**config.mk**
```make
export PLATFORM = sky130hd
export DESIGN_NAME = board_scan
export DESIGN_NICKNAME = d
export VERILOG_FILES = /design/src/rtl/board_scan.sv
export SDC_FILE = /design/constraint.sdc
export NUM_CORES = 1
export LEC_CHECK = 0
export ABC_AREA = 1
export BUFFER_PORTS_ARGS = -buffer_cell sky130_fd_sc_hd__buf_4
export CORE_MARGIN = 5
export CORE_UTILIZATION = 40
export DETAILED_ROUTE_END_ITERATION = 10
export GPL_TIMING_DRIVEN = 0
export PLACE_DENSITY_LB_ADDON = 0.15
export REMOVE_ABC_BUFFERS = 1
export SLEW_MARGIN = 20
export SYNTH_ARGS = -nofsm -noshare
export SYNTH_HDL_FRONTEND = slang
export SYNTH_SLANG_ARGS = --single-unit
```
**constraint.sdc**
```tcl
create_clock -name clock -period 1.4 [get_ports clock]
set_clock_uncertainty 0.2 [all_clocks]
set_input_delay 0.14 -clock clock [delete_from_list [all_inputs] [get_ports clock]]
set_output_delay 0.14 -clock clock [all_outputs]
set_load 0.02 [all_outputs]
```
**src/rtl/board_scan.sv**
```systemverilog
// board_scan: walks every board RAM cell in row-major order and hands occupied
// cells to a tile drawer, with a per-cell draw timeout.
module board_scan #(
    parameter int NUM_COLS = 10,
    parameter int NUM_ROWS = 10,
    parameter int TIMEOUT  = 255
) (
    input  logic       clock,
    input  logic       resetn,
    input  logic       start,
    output logic [7:0] ram_addr,
    input  logic [7:0] ram_data,
    output logic [7:0] cell_addr,
    output logic [7:0] cell_data,
    output logic       cell_valid,
    input  logic       draw_done,
    output logic       busy,
    output logic       frame_done,
    output logic       timeout_err
);
    typedef enum logic [2:0] {IDLE, READ, LATCH, DRAW, NEXT} state_t;
    state_t     state_q, state_d;
    logic [3:0] row_q, row_d, col_q, col_d;
    logic [7:0] cnt_q, cnt_d, cell_addr_q, cell_addr_d, cell_data_q, cell_data_d;
    logic       frame_done_q, frame_done_d, err_q, err_d;
    logic       last_col, last_row;
    assign last_col    = col_q == 4'(NUM_COLS - 1);
    assign last_row    = row_q == 4'(NUM_ROWS - 1);
    // row/col return to 0 after the last cell, so ram_addr only ever shows in-range cells
    assign ram_addr    = {row_q, col_q};
    assign cell_addr   = cell_addr_q;
    assign cell_data   = cell_data_q;
    assign cell_valid  = state_q == DRAW;
    assign busy        = state_q != IDLE;
    assign frame_done  = frame_done_q;
    assign timeout_err = err_q;
    always_comb begin
        state_d      = state_q;
        row_d        = row_q;
        col_d        = col_q;
        cnt_d        = cnt_q;
        cell_addr_d  = cell_addr_q;
        cell_data_d  = cell_data_q;
        frame_done_d = 1'b0;
        err_d        = err_q;
        case (state_q)
            IDLE: if (start) begin
                state_d = READ;
                row_d   = 4'd0;
                col_d   = 4'd0;
            end
            READ: state_d = LATCH;
            LATCH: begin
                cell_addr_d = {row_q, col_q};
                cell_data_d = ram_data;
                cnt_d       = 8'd0;
                state_d     = ram_data == 8'h00 ? NEXT : DRAW;
            end
            DRAW: begin
                cnt_d = cnt_q + 8'd1;
                // a completion in the timeout cycle wins over the error
                if (draw_done) state_d = NEXT;
                else if (cnt_q == 8'(TIMEOUT - 1)) begin
                    state_d = NEXT;
                    err_d   = 1'b1;
                end
            end
            NEXT: begin
                state_d = last_col && last_row ? IDLE : READ;
                col_d   = last_col ? 4'd0 : col_q + 4'd1;
                row_d   = !last_col ? row_q : last_row ? 4'd0 : row_q + 4'd1;
                frame_done_d = last_col && last_row;
            end
            default: state_d = IDLE;
        endcase
    end
    always_ff @(posedge clock) begin
        if (!resetn) begin
            state_q      <= IDLE;
            row_q        <= 4'd0;
            col_q        <= 4'd0;
            cnt_q        <= 8'd0;
            cell_addr_q  <= 8'd0;
            cell_data_q  <= 8'd0;
            frame_done_q <= 1'b0;
            err_q        <= 1'b0;
        end else begin
            state_q      <= state_d;
            row_q        <= row_d;
            col_q        <= col_d;
            cnt_q        <= cnt_d;
            cell_addr_q  <= cell_addr_d;
            cell_data_q  <= cell_data_d;
            frame_done_q <= frame_done_d;
            err_q        <= err_d;
        end
    end
endmodule
```
==> Word level (Yosys, flattened, before mapping) <==
Cells that the tools add are included.
{ "classes": {"n_addsub": 3, "eq_ne": 10, "n_mux": 13, "bitwise_logic": 1, "reduce_logical": 11} }
{ "op_table": {"columns": ["cell", "count"], "rows": [
  ["$mux 4", 4],
  ["$pmux 4 s2", 2],
  ["$pmux 8 s2", 1],
  ["$pmux 3 s5", 1],
  ["$mux 3", 4],
  ["$add 4x1->4 const B", 2],
  ["$add 8x1->8 const B", 1],
  ["$eq 4x4->1 const B", 2],
  ["$eq 8x8->1 const B", 1],
  ["$logic_not 8->1", 1],
  ["$eq 3x2->1 const B", 2],
  ["$reduce_and 2->1", 3],
  ["$reduce_and 3->1", 2],
  ["$ne 2x2->1 const B", 2],
  ["$reduce_bool 2->1", 2],
  ["$eq 3x1->1 const B", 1],
  ["$eq 3x3->1 const B", 1],
  ["$logic_not 3->1", 1],
  ["$ne 3x1->1 const B", 1],
  ["$reduce_bool 3->1", 1],
  ["$logic_and 1x1->1", 1],
  ["$mux 1", 1],
  ["$not 1->1", 1]
]} }
{ "word_totals": {"regBits": 37, "input_bits": 12, "out_inout_bits": 28, "wordCells": 46} }

==> Depth between registers and ports, before layout <==
{ "logic_depth": {"depth_word": 4, "ltp_mapped": 10, "mapped_depth_nobuf": 10} }

==> Least setup slack after synthesis <==
No wires, ideal clock.
{ "synth_path": {"path_kind": "reg-to-reg", "startpoint": "register col_q[0]", "endpoint": "register row_q[2]", "setup_ns": 0.115, "arrival_ns": 1.406, "t_required_ns": 1.085, "path_slack_ns": -0.321, "stages_incl_launch_ff": 9, "path_buffers": 0, "synth_period_minus_slack_ns": 1.721, "cell_sequence": "dfxtp_1 -> ha_1 -> nand2_1 -> nor2_1 -> nand2_2 -> nand2_2 -> nand2_1 -> xor2_1 -> nor2_2"} }
{ "synth_between": {"elab_chain_len": 3} }
{ "synth_lines": {"columns": ["element", "line_no", "text"], "rows": [
  ["start, declared", "23", "logic [3:0] row_q, row_d, col_q, col_d;"],
  ["start signal, assigned", "90", "col_q <= col_d;"],
  ["$eq 4x4->1", "27", "assign last_col = col_q == 4'(NUM_COLS - 1);"],
  ["$ne 2x2->1 (no line)", null, null],
  ["$reduce_and 3->1 (no line)", null, null],
  ["end signal, assigned", "89", "row_q <= row_d;"],
  ["end, declared", "23", null]
]} }
No other way between the ends.
A chain may end at the register's enable or synchronous reset.

==> Final worst setup path <==
{ "layout_path": {"startpoint": "register col_q[1]", "endpoint": "register row_q[2]"} }
The elaborated chain is that of the path after synthesis.

==> reports/results.tsv <==
stage	metric	value	unit
status	status	complete, but fails checks	
status	failing checks	negative setup slack	
layout	Reg area	766	sq um
timing	final setup margin	-0.0839	ns
run	Max-Cap Viols	0	
route	Routed Antenna Nets	0	
route	drt pass-1 iters	4	
synth	top cells by area, synth	dfxtp_1 (45%), nor2_1 (9.1%), nand2_1 (8.4%), o21ai_0 (6.1%), a21oi_1 (5.8%)	
timing	Final Hold Fails	0	
clock_tree	Inserted Clock Buffers	5	
floorplan	Die Height	74.2	um
layout	multi-input logic area	971	sq um
place	port bufs	39	
timing	RSZ-0062 raised after global routing	yes	
clock_tree	CTS clk-pin slew, worst paths	0.07	ns
grt	global routing usage on met3	6.49	%
route	Iter 0 DRT Violations	56	
critical_path	CP peak stage delay	0.33	ns
synth	Syn Area/Cell	7.33	sq um
route	WL per Instance	13.1	um
clock_tree	TritonCTS clock tree	done	
critical_path	Critical Path Most Common Cell	nand2_4	
route	DR vias/cell	4.82	
grt	vias in the first global route	1661	
synth	synth unique cells	27	
floorplan	Die X	74.2	um
grt	pin count of the biggest net entering global routing	24	
power	LEAKAGE	1.15	nW
route	Remaining DRCs	0	
clock_tree	Sink Count	37	
timing	hold_ws	0.00956	ns
critical_path	critical path fanouts, max	7	
grt	busiest grt layer	met2	
grt	all-layer global routing usage	18.0	%
critical_path	Slowest cell on crit path	dfxtp_2	
layout	most frequent cells in the layout	buf_4 (56), nor2_1 (33), nand2_1 (28)	
grt	Remaining Overflow, GRT	0	
grt	GRT met2 Usage	28.2	%
grt	M1 GR Usage	23.4	%
timing	Worst Tran Pin Value	0.338	ns
clock_tree	# H-tree levels	2	
floorplan	Starting Density	41.3	%
route	Total Wirelength	4650	um
layout	layout cells sized above 1	42.6	%
synth	Post-Synthesis Cells	225	
place	final RePlAce weighted congestion	0.752	
place	dpl ws	-0.545	ns
timing	Final min period	1.48	ns
hold_path	HP Class	primary input to flip-flop	
route	via count	1712	
synth	post-synthesis sequential area ratio	44.9	%
synth	area leader, netlist	dfxtp_1	
floorplan	I/O pin count	40	
grt	first-pass GRT wire length	7630	um
critical_path	CP required	1.44	ns
layout	nets	322	
critical_path	CP Launch Type	flip-flop	
layout	area grow syn2layout	58.5	%
clock_tree	Root Buffer	clkbuf_8	
power	PwrDens	1380	mW/mm^2
timing	final worst-path cycle share	106	%
layout	most common cell after layout, fill and taps aside	buf_4	
synth	Seq cells post-synth	37	
grt	initial antenna violation count	0	
timing	Final setup viols	23	
critical_path	Crit. End Element	flip-flop	
timing	Slew Limit Fails	0	
floorplan	DIE AREA	0.00551	sq mm
critical_path	crit-path cells	inv_2 > ha_4 > nand2_4 > nor2_4 > nand2_2 > nand2_4 > nand2_4 > xor2_2 > nor2_2	
floorplan	Core ar.	0.00400	sq mm
timing	Max-slew headroom	77.3	%
power	maximum vdd ir drop	0.912	mV
layout	ANT cells	0	
place	hpwl dp	2640	um
clock_tree	clock buffer depth	2	
synth	post-synth top area share	44.9	%
timing	FMAX	674	MHz
critical_path	critical path arrival	1.52	ns
layout	fillcell total	338	
timing	TNS Setup	-0.931	ns
synth	Mapped Area	0.00165	sq mm
critical_path	CP Class	flip-flop to flip-flop	
synth	Yosys Warn Count	0	
floorplan	FP Rows	23	
clock_tree	worst skew pair latency	0.29	ns
through the flow:
step / instances / utilization, % / total power [mW] / cell area (sq um)
after floorplan: 220 / - / 1.98 / 1630
after detailed placement: 309 / 49.6 / 2.38 / 1980
after CTS: 344 / 60.4 / 3.45 / 2420
after global routing: 355 / 65.4 / 3.83 / 2620
final: 355 / 65.4 / 3.61 / 2620
after global placement: 309 / 49.6 / 2.37 / 1980
report_power, final:
| group | leakage (nW) | internal, mW | switching (mW) |
|---|---|---|---|
| sequential | 0.307 | 1.22 | 0.126 |
| combinational | 0.802 | 0.698 | 0.835 |
| clock | 0.0395 | 0.354 | 0.372 |
| total | 1.15 | 2.28 | 1.33 |
layer usage:
| metal | up-vias | routed length (um) |
|---|---|---|
| met5 | - | 0 |
| met1 | 765 | 2110 |
| li1 | 890 | - |
| met3 | 9 | 312 |
| met4 | 0 | 76 |
| met2 | 48 | 2150 |
logic make-up (layout without fill, tap and decap cells):
logic type	after synthesis	count (layout)	share of synthesized area, %
compound gates	49	49	15.7
xor+xnor	3	3	1.59
buf+inv	28	107	6.59
flops	37	37	44.9
simple gates	102	103	26.7
fa+ha+maj	6	6	4.55
area by class of cell:
type | count | area share, %
Multi-Input combinational cell | 161 | 37.1
Tap cell | 50 | 2.39
Sequential cell | 37 | 29.3
Timing Repair inverter | 1 | 0.287
Inverter | 23 | 3.68
Clock buffer | 8 | 3.06
Timing Repair Buffer | 75 | 24.2
synth_stat cells (all sizes together):
cell type,instances
inv,22
a21oi,19
o21bai,1
ha,6
o22ai,1
buf,4
dfxtp,37
o21ai,25
clkinv,1
and3,1
a2bb2oi,1
a31o,1
xnor2,1
nand2,39
xor2,2
clkbuf,1
nor4,1
nand3,11
nor3,5
o211ai,1
nor2,45
worst paths after layout:
check / from / to / slack [ns] / depth (start not counted)
setup reg to reg: col_q[1] / row_q[2] / -0.08 / 9
hold reg to reg: cell_data[5] / cell_data[5] / 0.26 / 2
hold / removal: resetn / state_q[1] / 0.01 / 3
setup / recovery: col_q[1] / row_q[2] / -0.08 / 9
repair_timing:
| item | in CTS | in global routing |
|---|---|---|
| endpoints found under the setup margin | 35 | 36 |
| gates cloned | 2 | 0 |
| buffers inserted | 16 | 11 |
| hold buffers | 9 | 0 |
| resized for setup | 42 | 33 |
| pin swaps | 11 | 24 |
| endpoints found under the hold margin | 10 | 0 |
worst max-delay path, delay by kind of cell, from the launching register on:
family | cells | cell delay (ns)
flops | 1 | 0.33
xor+xnor | 1 | 0.14
fa+ha+maj | 1 | 0.14
simple gates | 6 | 0.56
buf+inv | 1 | 0.07
registers in the layout, indices dropped and copies added (netlist names):
signal       flops
col_q            4
frame_done       1
state_q          3
cnt_q            8
row_q            4
cell_addr        8
timeout_err      1
cell_data        8
Power figures use the tool's default switching activity.
